`src/rtl/seg_scan_reader.sv`:
```
`default_nettype none
// ============================================================================
// Module   : seg_scan_reader
// Function : Decodes a multiplexed seven-segment bus back to BCD and
//            publishes a word once identical frames repeat.
// Revision : 1.0
// ============================================================================
module seg_scan_reader #(
    parameter int DIGITS       = 4,
    parameter int STABLE_SCANS = 2
) (
    input  logic                clk,
    input  logic                rst_n,
    input  logic [6:0]          seg_in,
    input  logic [DIGITS-1:0]   dig_en,
    output logic [4*DIGITS-1:0] bcd_out,
    output logic                valid,
    output logic                err,
    output logic                locked
);
    localparam int         c_IW      = (DIGITS > 1) ? $clog2(DIGITS) : 1;
    localparam logic [0:0] c_SYNC    = 1'b0;
    localparam logic [0:0] c_COLLECT = 1'b1;
    localparam logic [3:0] c_STABLE  = 4'(STABLE_SCANS);

    // Bit 4 flags an undecodable pattern; its value field reads as blank.
    function automatic logic [4:0] seg_decode(input logic [6:0] s);
        case (s)
            7'b1111110: seg_decode = 5'h00;
            7'b0110000: seg_decode = 5'h01;
            7'b1101101: seg_decode = 5'h02;
            7'b1111001: seg_decode = 5'h03;
            7'b0110011: seg_decode = 5'h04;
            7'b1011011: seg_decode = 5'h05;
            7'b1011111: seg_decode = 5'h06;
            7'b1110000: seg_decode = 5'h07;
            7'b1111111: seg_decode = 5'h08;
            7'b1110011: seg_decode = 5'h09;
            7'b0000000: seg_decode = 5'h0F;
            default:    seg_decode = 5'h1F;
        endcase
    endfunction

    logic [0:0]          r_state, w_state_next;
    logic [DIGITS-1:0]   r_seen;
    logic                r_bad;
    logic [4*DIGITS-1:0] r_buf, r_cand, r_prev, r_tgt;
    logic                r_cand_bad, r_cand_vld, r_tgt_lock, r_pub, r_err_d;
    logic [3:0]          r_cnt, w_cnt_inc, w_cnt_next;
    logic [4:0]          w_dec;
    logic [3:0]          w_val;
    logic [c_IW-1:0]     w_idx;
    logic                w_pat_bad, w_idle, w_single, w_multi, w_d0, w_all_seen;
    logic                w_start, w_store, w_close, w_short, w_err_now, w_clr_cnt, w_pub;

    always_comb begin
        w_dec      = seg_decode(seg_in);
        w_pat_bad  = w_dec[4];
        w_val      = w_dec[3:0];
        w_idle     = (dig_en == '0);
        w_single   = $onehot(dig_en);
        w_multi    = !w_idle && !w_single;
        w_d0       = w_single && dig_en[0];
        w_all_seen = &r_seen;
        w_idx      = '0;
        for (int k = 0; k < DIGITS; k++) begin
            if (dig_en[k]) w_idx = c_IW'(k);
        end
    end

    always_ff @(posedge clk or negedge rst_n) begin
        if (!rst_n) r_state <= c_SYNC;
        else        r_state <= w_state_next;
    end

    always_comb begin
        w_state_next = r_state;
        case (r_state)
            c_SYNC:    if (w_d0) w_state_next = c_COLLECT;
            c_COLLECT: if (w_multi) w_state_next = c_SYNC;
            default:   w_state_next = c_SYNC;
        endcase
    end

    // Digit 0 always opens a new frame, whether it closes one or restarts.
    always_comb begin
        w_start   = w_d0;
        w_store   = (r_state == c_COLLECT) && w_single && !dig_en[0];
        w_close   = (r_state == c_COLLECT) && w_d0 && w_all_seen;
        w_short   = (r_state == c_COLLECT) && w_d0 && !w_all_seen;
        w_err_now = w_multi || ((w_start || w_store) && w_pat_bad) || w_short;
        w_clr_cnt = w_multi || w_short;
    end

    always_ff @(posedge clk or negedge rst_n) begin
        if (!rst_n) begin
            r_buf      <= '1;
            r_seen     <= '0;
            r_bad      <= 1'b0;
            r_cand     <= '1;
            r_cand_bad <= 1'b0;
            r_cand_vld <= 1'b0;
        end else begin
            r_cand_vld <= w_close;
            if (w_close) begin
                r_cand     <= r_buf;
                r_cand_bad <= r_bad;
            end
            if (w_start) begin
                r_seen     <= DIGITS'(1);
                r_bad      <= w_pat_bad;
                r_buf[3:0] <= w_val;
            end else if (w_store) begin
                r_seen[w_idx]        <= 1'b1;
                r_buf[4*w_idx +: 4] <= w_val;
                if (w_pat_bad) r_bad <= 1'b1;
            end
        end
    end

    // r_tgt shadows the word about to land in bcd_out, so back-to-back
    // closes compare against the pending publish rather than a stale output.
    always_comb begin
        w_cnt_inc  = (r_cnt >= c_STABLE) ? c_STABLE : r_cnt + 4'd1;
        w_cnt_next = (r_cand == r_prev) ? w_cnt_inc : 4'd1;
        w_pub      = r_cand_vld && !r_cand_bad && (w_cnt_next == c_STABLE) &&
                     ((r_cand != r_tgt) || !r_tgt_lock);
    end

    always_ff @(posedge clk or negedge rst_n) begin
        if (!rst_n) begin
            r_cnt      <= '0;
            r_prev     <= '1;
            r_tgt      <= '1;
            r_tgt_lock <= 1'b0;
            r_pub      <= 1'b0;
            r_err_d    <= 1'b0;
            err        <= 1'b0;
            valid      <= 1'b0;
            locked     <= 1'b0;
            bcd_out    <= '1;
        end else begin
            if (r_cand_vld) begin
                if (r_cand_bad) begin
                    r_cnt <= '0;
                end else begin
                    r_cnt  <= w_cnt_next;
                    r_prev <= r_cand;
                end
            end
            if (w_clr_cnt) r_cnt <= '0;
            r_pub <= w_pub;
            if (w_pub) begin
                r_tgt      <= r_cand;
                r_tgt_lock <= 1'b1;
            end
            r_err_d <= w_err_now;
            err     <= r_err_d;
            valid   <= r_pub;
            if (r_pub) begin
                bcd_out <= r_tgt;
                locked  <= 1'b1;
            end
        end
    end
endmodule
`default_nettype wire

```
`config.mk`:
```
export PLATFORM = sky130hd
export DESIGN_NAME = seg_scan_reader
export DESIGN_NICKNAME = d
export VERILOG_FILES = /design/src/rtl/seg_scan_reader.sv
export SDC_FILE = /design/constraint.sdc
export NUM_CORES = 1
export LEC_CHECK = 0
export BUFFER_PORTS_ARGS = -buffer_cell sky130_fd_sc_hd__buf_2
export CORE_MARGIN = 3
export CORE_UTILIZATION = 60
export DETAILED_ROUTE_END_ITERATION = 8
export GPL_ROUTABILITY_DRIVEN = 0
export PLACE_DENSITY = 0.79
export SLEW_MARGIN = 20
export SYNTH_ARGS = -nofsm -noshare
export SYNTH_HDL_FRONTEND = slang
export SYNTH_SLANG_ARGS = --single-unit
```
`constraint.sdc`:
```
create_clock -name clk -period 2.89 [get_ports clk]
set_input_delay 0.1445 -clock clk [delete_from_list [all_inputs] [get_ports clk]]
set_output_delay 0.1445 -clock clk [all_outputs]
set_load 0.05 [all_outputs]
```
* Yosys cells after proc, flatten, opt, wreduce, memory -nomap -nowiden *
Cells that the tools add are included.

word-level totals
  bits in registers = 98
  input port bits = 13
  output and inout port bits = 19
  word-level logic and storage cells = 100

cells by class
  $add $sub $neg = 5
  magnitude comparators = 3
  equality and inequality tests = 14
  shift operators = 2
  mux-type cells = 22
  bitwise operators = 4
  reductions and logical operators = 32

operator list
  kind                     count
  $eq 7x7->1 const B       8
  $pmux 5 s11              1
  $mux 4                   9
  $neg 4->34               1
  $shift 4x34->16 const A  1
  $shiftx 4x34->16         1
  $bwmux 16                1
  $eq 16x16->1             1
  $ne 16x16->1             1
  $eq 7x6->1 const B       2
  $logic_and 1x1->1        12
  $logic_not 7->1          1
  $mux 1                   7
  $logic_not 1->1          6
  $reduce_and 2->1         3
  $reduce_bool 2->1        3
  $logic_or 1x1->1         5
  $add 1x1->2              2
  $add 4x1->4 const B      1
  $eq 4x2->1 const B       1
  $ge 4x2->1 const B       1
  $logic_not 4->1          1
  $mux 2                   2
  $or 4x4->4               1
  other kinds (8)          10

* Longest topological paths before layout *
Gate-level depths: netlist of run 1.

  depth in word-level cells = 10
  depth in mapped cells = 12
  depth with buffers taken out = 10

* Worst setup path before layout of run 1 *
OpenSTA, ideal clock, no wires.

  path type = input to register
  start = in dig_en[0]
  end = reg r_cand[0]
  setup time = 0.082 ns
  arrival time = 2.673 ns
  data required time = 2.808 ns
  path slack = 0.135 ns
  stages on the path = 10
  buffers on the path = 2
  path through = clkbuf_1 inv_1 fa_1 inv_1 ha_1 ha_1 and4bb_2 nand3_1 clkbuf_1 mux2_2

on the way
  longest elaborated chain between the ends = 6

RTL lines
  what                               RTL line  RTL
  start, declared                    15        input logic [DIGITS-1:0] dig_en,
  $add 1x1->2 (implied by the code)  61        w_single = $onehot(dig_en);
  $add 2x2->3 (implied by the code)  61
  $eq 3x1->1                         61
  $logic_and 1x1->1 *                63        w_d0 = w_single && dig_en[0];
  $logic_and 1x1->1 * (2 in a row)   89        w_close = (r_state == c_COLLECT) && w_d0 && w_all_seen;
  end signal, assigned               106       r_cand <= r_buf;
  end, declared                      47        logic [4*DIGITS-1:0] r_buf, r_cand, r_prev, r_tgt;

Every way passes the cells marked *; elsewhere a longest branch is shown, timed or not.
A chain may end at the register's enable or synchronous reset.

* Final worst setup path of run 1 *
  start = in dig_en[0]
  end = reg r_buf[7]

on the way
  longest elaborated chain between the ends = 6

RTL lines
  what                                            RTL line  RTL
  $add 1x1->2 (implied by the code)               61
  $add 2x2->3 (implied by the code)               61
  $eq 3x1->1                                      61
  $logic_and 1x1->1 (on tied branches)            88, 63
  $logic_and 1x1->1 or $not 1->1 (tied branches)  -
  $reduce_and 2->1 (no line) *                    -
  end signal, assigned by index                   115       r_buf[4*w_idx +: 4] <= w_val;
  end, declared                                   47

Marks and branches as above.

==> results.json, run 1 <==
{
  "row_count": 31,
  "worst_hold_slack_ps": 128,
  "timing.final.crit_share": 0.834,
  "final_common_cell": "dfstp_2",
  "synthAdderAreaFrac": 0.0178,
  "grt_setup_unrepaired": "false",
  "ctsHtreeMaxLevel": 3,
  "syn_nets": 370,
  "hp-class": "input port to flop",
  "antennaDiodeCount": 0,
  "synth-simple-area-share": 0.100,
  "synthArstFlopShare": 1.00,
  "cts_buffers": 9,
  "synth_cell_type_count": 53,
  "drv_slew": 0,
  "die_x_um": 93.9,
  "wire_per_inst_um": 16.1,
  "dieArea_mm2": 0.00882,
  "syn_area_mm2": 0.00464,
  "overflow": 0,
  "final_cell_mix": "80 x dfstp_2, 63 x mux2_2, 30 x buf_2",
  "tightestPinTransition_ps": 798,
  "setup_violations": 0,
  "port_buffers": 31,
  "startpoint_type": "input port",
  "cts_tree": "done",
  "synth_edf_count": 0,
  "relSlewSlack": 0.468,
  "arrival_ps": 2690,
  "syn2layout_area_growth_pct": 10.4,
  "synth_top_flop_cell": "dfstp_2",
  "clock_path_buffers": 2,
  "setup_slack_ps": 480,
  "num_vias": 2782,
  "synth_top_family_by_area": "multiplexers",
  "post-route-drc-count": 0,
  "initial_utilization": 0.630,
  "cap_viol_max_count": 0,
  "fin_nets": 403,
  "dpl_cell_area_mm2": 0.00488,
  "post-dp-hpwl_mm": 5.85,
  "post-place-ws_ps": 134,
  "multiInputGateArea_mm2": 0.00197,
  "status": "complete, no violations",
  "clk_pin_slew_worst_paths_ps": 90,
  "coreArea_mm2": 0.00737,
  "antenna_found_initial": 0,
  "clock_latency_ps": 360,
  "synth_compound_area_frac": 0.0534,
  "synth_mux_area_frac": 0.185,
  "final_area_mm2": 0.00512,
  "clock.fmax_mhz": 415,
  "cts-resized-gates": 0,
  "wl_mm": 7.85,
  "yosysSeqAreaShare": 0.550,
  "setup_tns_ps": 0,
  "crit_type": "input port to flop",
  "critPathMaxFanout": 7,
  "cp-end-kind": "flop",
  "layout-drive-gt1-share": 0.560,
  "required_ps": 3170,
  "hold_viol": 0,
  "grt_pass1_wl_mm": 13.6,
  "first_pass_iters": 4,
  "ff2ff_path_depth": 6,
  "netlist_instances": 351,
  "die_h_um": 93.9,
  "p_per_area_mw_per_mm2": 514,
  "num-fill-cells": 563,
  "grt_max_degree": 67,
  "final.setup_skew_ps": 8.19,
  "cts_root_buffer": "clkbuf_8",
  "syn_avg_cell_area_um2": 13.2,
  "vdd_ir_drop_max_v": 0.000297,
  "whs_path_depth": 3,
  "grt_pass1_vias": 2815,
  "pin_count": 32,
  "ys_warn_count": 0,
  "p_leak_uw": 0.00225,
  "via_per_inst": 5.70,
  "synth-xor-area-share": 0.0680,
  "drtIter0Drc": 72,
  "ys_ff_latch": 98,
  "clock_sinks": 98,
  "track_usage": 0.199,
  "period_minus_slack_ps": 2410,
  "seqCellArea_mm2": 0.00255,
  "ant_nets": 0
}
## metal layers
metal / track usage / vias to the layer above / part of all wire / wire length, um
li1: - / 1308 / - / -
met1: 0.266 / 1417 / 0.46 / 3600
met2: 0.328 / 48 / 0.50 / 3890
met3: 0.0369 / 9 / 0.030 / 235
met4: 0.0686 / 0 / 0.015 / 117
met5: 0 / - / 0 / 0
## power by group
group          internal [uW]  switching, uW  total [uW]  leakage [uW]
clock network            512            459         971      0.000112
registers               1460           27.9        1480       0.00106
logic                   69.6            108         178       0.00108
## final timing paths
path,start,slack (ps),endpoint
max in group asynchronous,rst_n,1660,r_buf[15]$_DFFE_PN1P_
min reg2reg,r_err_d$_DFF_PN0_,360,err$_DFF_PN0_
min in group asynchronous,rst_n,420,valid$_DFF_PN0_
max,dig_en[0],480,r_buf[7]$_DFFE_PN1P_
min,dig_en[0],130,r_state$_DFF_PN0_
max reg2reg,r_cand[11]$_DFFE_PN1P_,590,r_tgt[2]$_DFFE_PN1P_
## logic make-up after synthesis
group / Yosys count
AOI/OAI and AO/OA: 35
DFF: 98
muxes: 73
adders and majority gates: 6
and+or+nand+nor: 78
buffers and inverters: 25
xor gates and xnor gates: 36
## Yosys cell counts (all sizes together) (5+ instances only)
| cell type | number | share of area |
|---|---|---|
| xor2 | 8 | 0.015 |
| a21oi | 15 | 0.016 |
| dfrtp | 18 | 0.097 |
| nor3 | 13 | 0.018 |
| ha | 5 | 0.013 |
| dfstp | 80 | 0.45 |
| clkbuf | 8 | 0.0065 |
| xnor2 | 28 | 0.053 |
| nand3 | 6 | 0.0065 |
| nor2 | 12 | 0.0097 |
| mux2 | 73 | 0.19 |
| nand4 | 9 | 0.012 |
| buf | 8 | 0.012 |
| nand2 | 12 | 0.0097 |
| inv | 9 | 0.0073 |
## repair_timing
item	CTS	global route
endpoints found under the hold margin	18	0
setup buffers	0	0
hold buffers	1	0
## registers in the layout, summed over array words and instances, names as in the netlist, 4 cells and up
name / flops
bcd_out: 16
r_buf: 16
r_cand: 16
r_prev: 16
r_tgt: 16
r_cnt: 4
r_seen: 4
## per-stage QoR
step,instances,util,power (uW)
final,488,0.695,2630
after global routing,488,0.695,2740
after CTS,488,0.695,2660
after detailed placement,471,0.662,1690
after global placement,471,0.662,1680
after floorplan,351,-,1610
## final cells by class
| type | instances | share of cell area |
|---|---|---|
| multi-input combinational | 228 | 0.385 |
| clock inverter | 6 | 0.0176 |
| timing repair buffer | 38 | 0.0415 |
| tap | 99 | 0.0242 |
| inverter | 9 | 0.00660 |
| sequential | 98 | 0.499 |
| clock buffer | 10 | 0.0269 |
## critical path, stage by stage
cell and delay, ps:
buf_2 140, inv_1 100, fa_1 550, inv_1 50, ha_1 190, ha_1 300, and4bb_2 350, and2_1 210
and3_1 290, mux2_2 360
Power figures use the tool's default switching activity.
==> run 2, diff against run 1 <==
clock period = 2.3 ns   (was 2.89 ns; I/O delays follow)
==> run 2 against run 1 <==
Net effect: wire length rose by 7.8%; register-to-register slack got worse by 450 ps; global-route usage increased by 1.4 points; worst setup slack got worse by 340 ps; final area is 4.4% higher; clock-buffer cell count is the same; sequential power is 26% higher; core utilization grew 3.0 points; final cell count rose by 4.3%; critical path type is now flop to flop; largest cell class unchanged.
==> results.json, run 2 (synthesized netlist as in run 1, its figures left out) <==
{
  "fin_nets": 424,
  "row_count": 31,
  "die_x_um": 93.9,
  "cap_viol_max_count": 0,
  "first_pass_iters": 4,
  "final_common_cell": "dfstp_2",
  "startpoint_type": "flop",
  "grt_max_degree": 56,
  "hp-class": "input port to flop",
  "ff2ff_path_depth": 6,
  "fin_util": 0.725,
  "clock_path_buffers": 2,
  "p_per_area_mw_per_mm2": 605,
  "r2r_start": "r_cand[8]$_DFFE_PN1P_",
  "port_buffers": 31,
  "die_h_um": 93.9,
  "p_leak_uw": 0.00237,
  "clock_sinks": 98,
  "power.share.switching": 0.241,
  "crit_path_end": "r_tgt[5]$_DFFE_PN1P_",
  "required_ps": 2590,
  "status": "complete, no violations",
  "setup.worst_path.start": "r_cand[8]$_DFFE_PN1P_",
  "wl_mm": 8.46,
  "setup_violations": 0,
  "overflow": 0,
  "antenna_found_initial": 0,
  "crit_type": "flop to flop",
  "tightestPinTransition_ps": 649,
  "r2r_slack_ps": 140,
  "dpl_cell_area_mm2": 0.00513,
  "clock.fmax_mhz": 464,
  "final_cell_mix": "80 x dfstp_2, 59 x mux2_2, 30 x buf_2",
  "drv_slew": 0,
  "num-fill-cells": 492,
  "dieArea_mm2": 0.00882,
  "period_minus_slack_ps": 2160,
  "num_vias": 2836,
  "total_power_uw": 3230,
  "antennaDiodeCount": 0,
  "clock_latency_ps": 360,
  "pwr-share-comb": 0.077,
  "coreArea_mm2": 0.00737,
  "setup_tns_ps": 0,
  "clk_pin_slew_worst_paths_ps": 100,
  "hold_viol": 0,
  "grt_pass1_vias": 2944,
  "post_cts_buffers": 0,
  "final.setup_skew_ps": 11.6,
  "cp-end-kind": "flop",
  "pwr-share-seq": 0.579,
  "clockPowerShare": 0.344,
  "final_area_mm2": 0.00534,
  "post-route-drc-count": 0,
  "post-dp-hpwl_mm": 6.14,
  "cts_buffers": 9,
  "via_per_inst": 5.57,
  "ant_nets": 0,
  "timing.final.crit_share": 0.938,
  "internal_power_uw": 2450,
  "vdd_ir_drop_max_v": 0.000360,
  "layout-drive-gt1-share": 0.600,
  "power.switching_uw": 780,
  "relSlewSlack": 0.562,
  "cts_root_buffer": "clkbuf_8",
  "cts_tree": "done",
  "grt_setup_unrepaired": "false",
  "pin_count": 32,
  "initial_utilization": 0.630,
  "drtIter0Drc": 125,
  "track_usage": 0.213,
  "grt_pass1_wl_mm": 14.6,
  "syn2layout_area_growth_pct": 15.2,
  "ctsHtreeMaxLevel": 3,
  "rr_endpoint": "r_tgt[5]$_DFFE_PN1P_",
  "arrival_ps": 2440,
  "wire_per_inst_um": 16.6,
  "critPathMaxFanout": 16
}
==> run 2: power groups by stage <==
stage                     Sequential, uW  Combinational [uW]  Clock, uW
final                               1870                 250       1110
after global routing                1880                 281       1220
after CTS                           1870                 253       1140
after detailed placement            1900                 249          0
after global placement              1890                 242          0
after floorplan                     1890                 148          0
==> run 2: layout make-up <==
cell class | count | area [um^2] | area share
Inverter | 9 | 36.3 | 0.00679
Sequential cell | 98 | 2550 | 0.478
Clock inverter | 6 | 72.6 | 0.0136
Tap cell | 99 | 124 | 0.0232
Clock buffer | 10 | 128 | 0.0239
Multi-Input combinational cell | 228 | 2020 | 0.379
Timing Repair Buffer | 59 | 408 | 0.0763
==> run 2: through the flow <==
stage / instances / worst slack [ps] / hold slack [ps]
floorplan: 351 / -41.2 / -181
global placement: 492 / -40.1 / 143
CTS: 509 / 91.8 / 186
detailed placement: 492 / -82.6 / 140
global route: 509 / 34.8 / 217
finish: 509 / 143 / 192
==> run 2: worst max-delay path, cell delays in order (launching register included) <==
cell	delay (ps)
dfstp_2	590
xor2_1	90
nor3_2	220
or3b_1	420
o2111ai_4	220
buf_12	200
mux2_2	350
==> run 2: routing by layer <==
layer | GRT usage | wire (um)
met2 | 0.358 | 4290
met3 | 0.0288 | 218
met4 | 0.0806 | 120
met5 | 0 | 0
met1 | 0.283 | 3830
==> run 2: what timing repair did <==
item	4_1_cts	5_1_grt
endpoints found under the hold margin	14	0
hold buffers	1	0
setup endpoints to repair	0	16
resized for setup	0	1
==> run 2: worst min-delay path by stage <==
stage,from,end,slack [ps],cells after the start
finish,dig_en[0],r_state$_DFF_PN0_,190,4
global route,dig_en[2],r_buf[8]$_DFFE_PN1P_,220,4
CTS,dig_en[0],r_state$_DFF_PN0_,190,4
detailed placement,rst_n,r_cnt[2]$_DFFE_PN0P_,140,1
global placement,rst_n,r_cnt[2]$_DFFE_PN0P_,140,1
floorplan,rst_n,err$_DFF_PN0_,-180,0
==> run 3, diff against run 2 <==
ABC_AREA = 0   (was not set)
CORE_MARGIN = not set   (was 3)
==> run 3 against run 2 <==
Net effect: core utilization increased by 0.29 points; critical path type unchanged; register-to-register slack got worse by 30 ps; worst setup slack got worse by 33 ps; sequential power about the same; die area decreased by 8.3%; wire length decreased by 1.0%; critical endpoint is now r_tgt[1]$_DFFE_PN1P_; final area increased by 0.40%; sequential cell count unchanged.
==> results.json, run 3 (synthesized netlist as in run 1, its figures left out) <==
{
  "grt_setup_unrepaired": "false",
  "first_pass_iters": 4,
  "tightestPinTransition_ps": 731,
  "clock_sinks": 98,
  "ant_nets": 0,
  "via_per_inst": 5.63,
  "grt_pass1_vias": 2891,
  "num-fill-cells": 502,
  "clock_latency_ps": 370,
  "crit_type": "flop to flop",
  "drv_slew": 0,
  "final_common_cell": "dfstp_2",
  "startpoint_type": "flop",
  "final.setup_skew_ps": 10.2,
  "pin_count": 32,
  "slowest_delay_ps": 620,
  "fin_nets": 424,
  "num_vias": 2864,
  "clock.fmax_mhz": 457,
  "p_leak_uw": 0.00238,
  "overflow": 0,
  "cts_buffers": 9,
  "ctsHtreeMaxLevel": 3,
  "grt_pass1_wl_mm": 14.3,
  "drtIter0Drc": 70,
  "cp-end-kind": "flop",
  "path_cells": "xor2_1, nor4_1, nand3_1, o2111ai_4, buf_12, mux2_2",
  "die_h_um": 89.9,
  "syn2layout_area_growth_pct": 15.6,
  "critPathMaxFanout": 16,
  "wire_per_inst_um": 16.4,
  "period_minus_slack_ps": 2190,
  "grt_max_degree": 52,
  "wl_mm": 8.37,
  "r2r_slack_ps": 110,
  "rr_endpoint": "r_tgt[1]$_DFFE_PN1P_",
  "track_usage": 0.228,
  "antenna_found_initial": 0,
  "vdd_ir_drop_max_v": 0.000347,
  "timing.final.crit_share": 0.952,
  "status": "complete, no violations",
  "post_cts_buffers": 0,
  "cts_root_buffer": "clkbuf_8",
  "setup_violations": 0,
  "ff2ff_path_depth": 6,
  "worst_hold_slack_ps": 181,
  "initial_utilization": 0.630,
  "coreArea_mm2": 0.00737,
  "final_cell_mix": "80 x dfstp_2, 59 x mux2_2, 30 x buf_2",
  "p_per_area_mw_per_mm2": 637,
  "clk_pin_slew_worst_paths_ps": 90,
  "post-dp-hpwl_mm": 6.12,
  "port_buffers": 31,
  "cap_viol_max_count": 0,
  "layout-drive-gt1-share": 0.598,
  "setup_tns_ps": 0,
  "post-route-drc-count": 0,
  "clock_path_buffers": 2,
  "antennaDiodeCount": 0,
  "die_x_um": 89.9,
  "arrival_ps": 2490,
  "relSlewSlack": 0.506,
  "r2r_start": "r_cand[6]$_DFFE_PN1P_",
  "crit_path_end": "r_tgt[1]$_DFFE_PN1P_",
  "row_count": 31,
  "hold_viol": 0,
  "dieArea_mm2": 0.00809,
  "cts_tree": "done",
  "hp-class": "input port to flop",
  "required_ps": 2600,
  "cp_slowest_cell": "dfstp_2",
  "setup.worst_path.start": "r_cand[6]$_DFFE_PN1P_"
}
run 3: how the worst min path moves through the flow:
| stage | from | endpoint | slack, ps | depth (start not counted) |
|---|---|---|---|---|
| floorplan | rst_n | err$_DFF_PN0_ | -180 | 0 |
| global placement | rst_n | valid$_DFF_PN0_ | 170 | 1 |
| detailed placement | rst_n | valid$_DFF_PN0_ | 170 | 1 |
| CTS | dig_en[2] | r_buf[10]$_DFFE_PN1P_ | 170 | 4 |
| global route | dig_en[0] | r_state$_DFF_PN0_ | 190 | 4 |
| finish | dig_en[0] | r_state$_DFF_PN0_ | 180 | 4 |
run 3: routing by layer:
metal,vias up,part of all wire,track usage
met5,-,0,0
met4,0,0.022,0.108
met3,13,0.020,0.0330
met2,48,0.50,0.377
met1,1444,0.46,0.300
li1,1359,-,-
run 3: repair_timing:
item,CTS,global route
endpoints found under the hold margin,2,0
resized for setup,0,1
setup endpoints to repair,0,15
hold buffers,1,0
run 3: cell type report:
cell class | count | area, um^2 | area share
clock buffers | 11 | 131 | 0.0245
clock inverters | 5 | 103 | 0.0191
inverters | 9 | 36.3 | 0.00676
multi-input cells | 228 | 2020 | 0.377
flip-flops and latches | 98 | 2550 | 0.476
well taps | 99 | 124 | 0.0231
repair buffers | 59 | 395 | 0.0737
run 3: where the power goes:
group          leakage [uW]  internal, uW  switching, uW
combinational       0.00120           107            146
sequential          0.00106          1830           37.9
clock              0.000114           721            575
total               0.00238          2660            758
run 3: through the flow:
| stage | utilization | area, um^2 | setup WS, ps | power [uW] | instances |
|---|---|---|---|---|---|
| 2_1_floorplan | - | 4730 | -41.2 | 2040 | 351 |
| 3_3_place_gp | 0.694 | 5110 | -37.0 | 2130 | 492 |
| 3_5_place_dp | 0.694 | 5110 | -92.7 | 2150 | 492 |
| 4_1_cts | 0.727 | 5360 | 123 | 3440 | 509 |
| 5_1_grt | 0.728 | 5370 | 43.5 | 3550 | 509 |
| 6_report | 0.728 | 5370 | 110 | 3420 | 509 |
run 3: critical path, delay by kind of cell, from the launching register on:
kind | cells | cell delay (ps)
DFF | 1 | 620
buffers and inverters | 1 | 200
xor gates and xnor gates | 1 | 100
muxes | 1 | 340
AOI/OAI and AO/OA | 1 | 250
and+or+nand+nor | 2 | 610
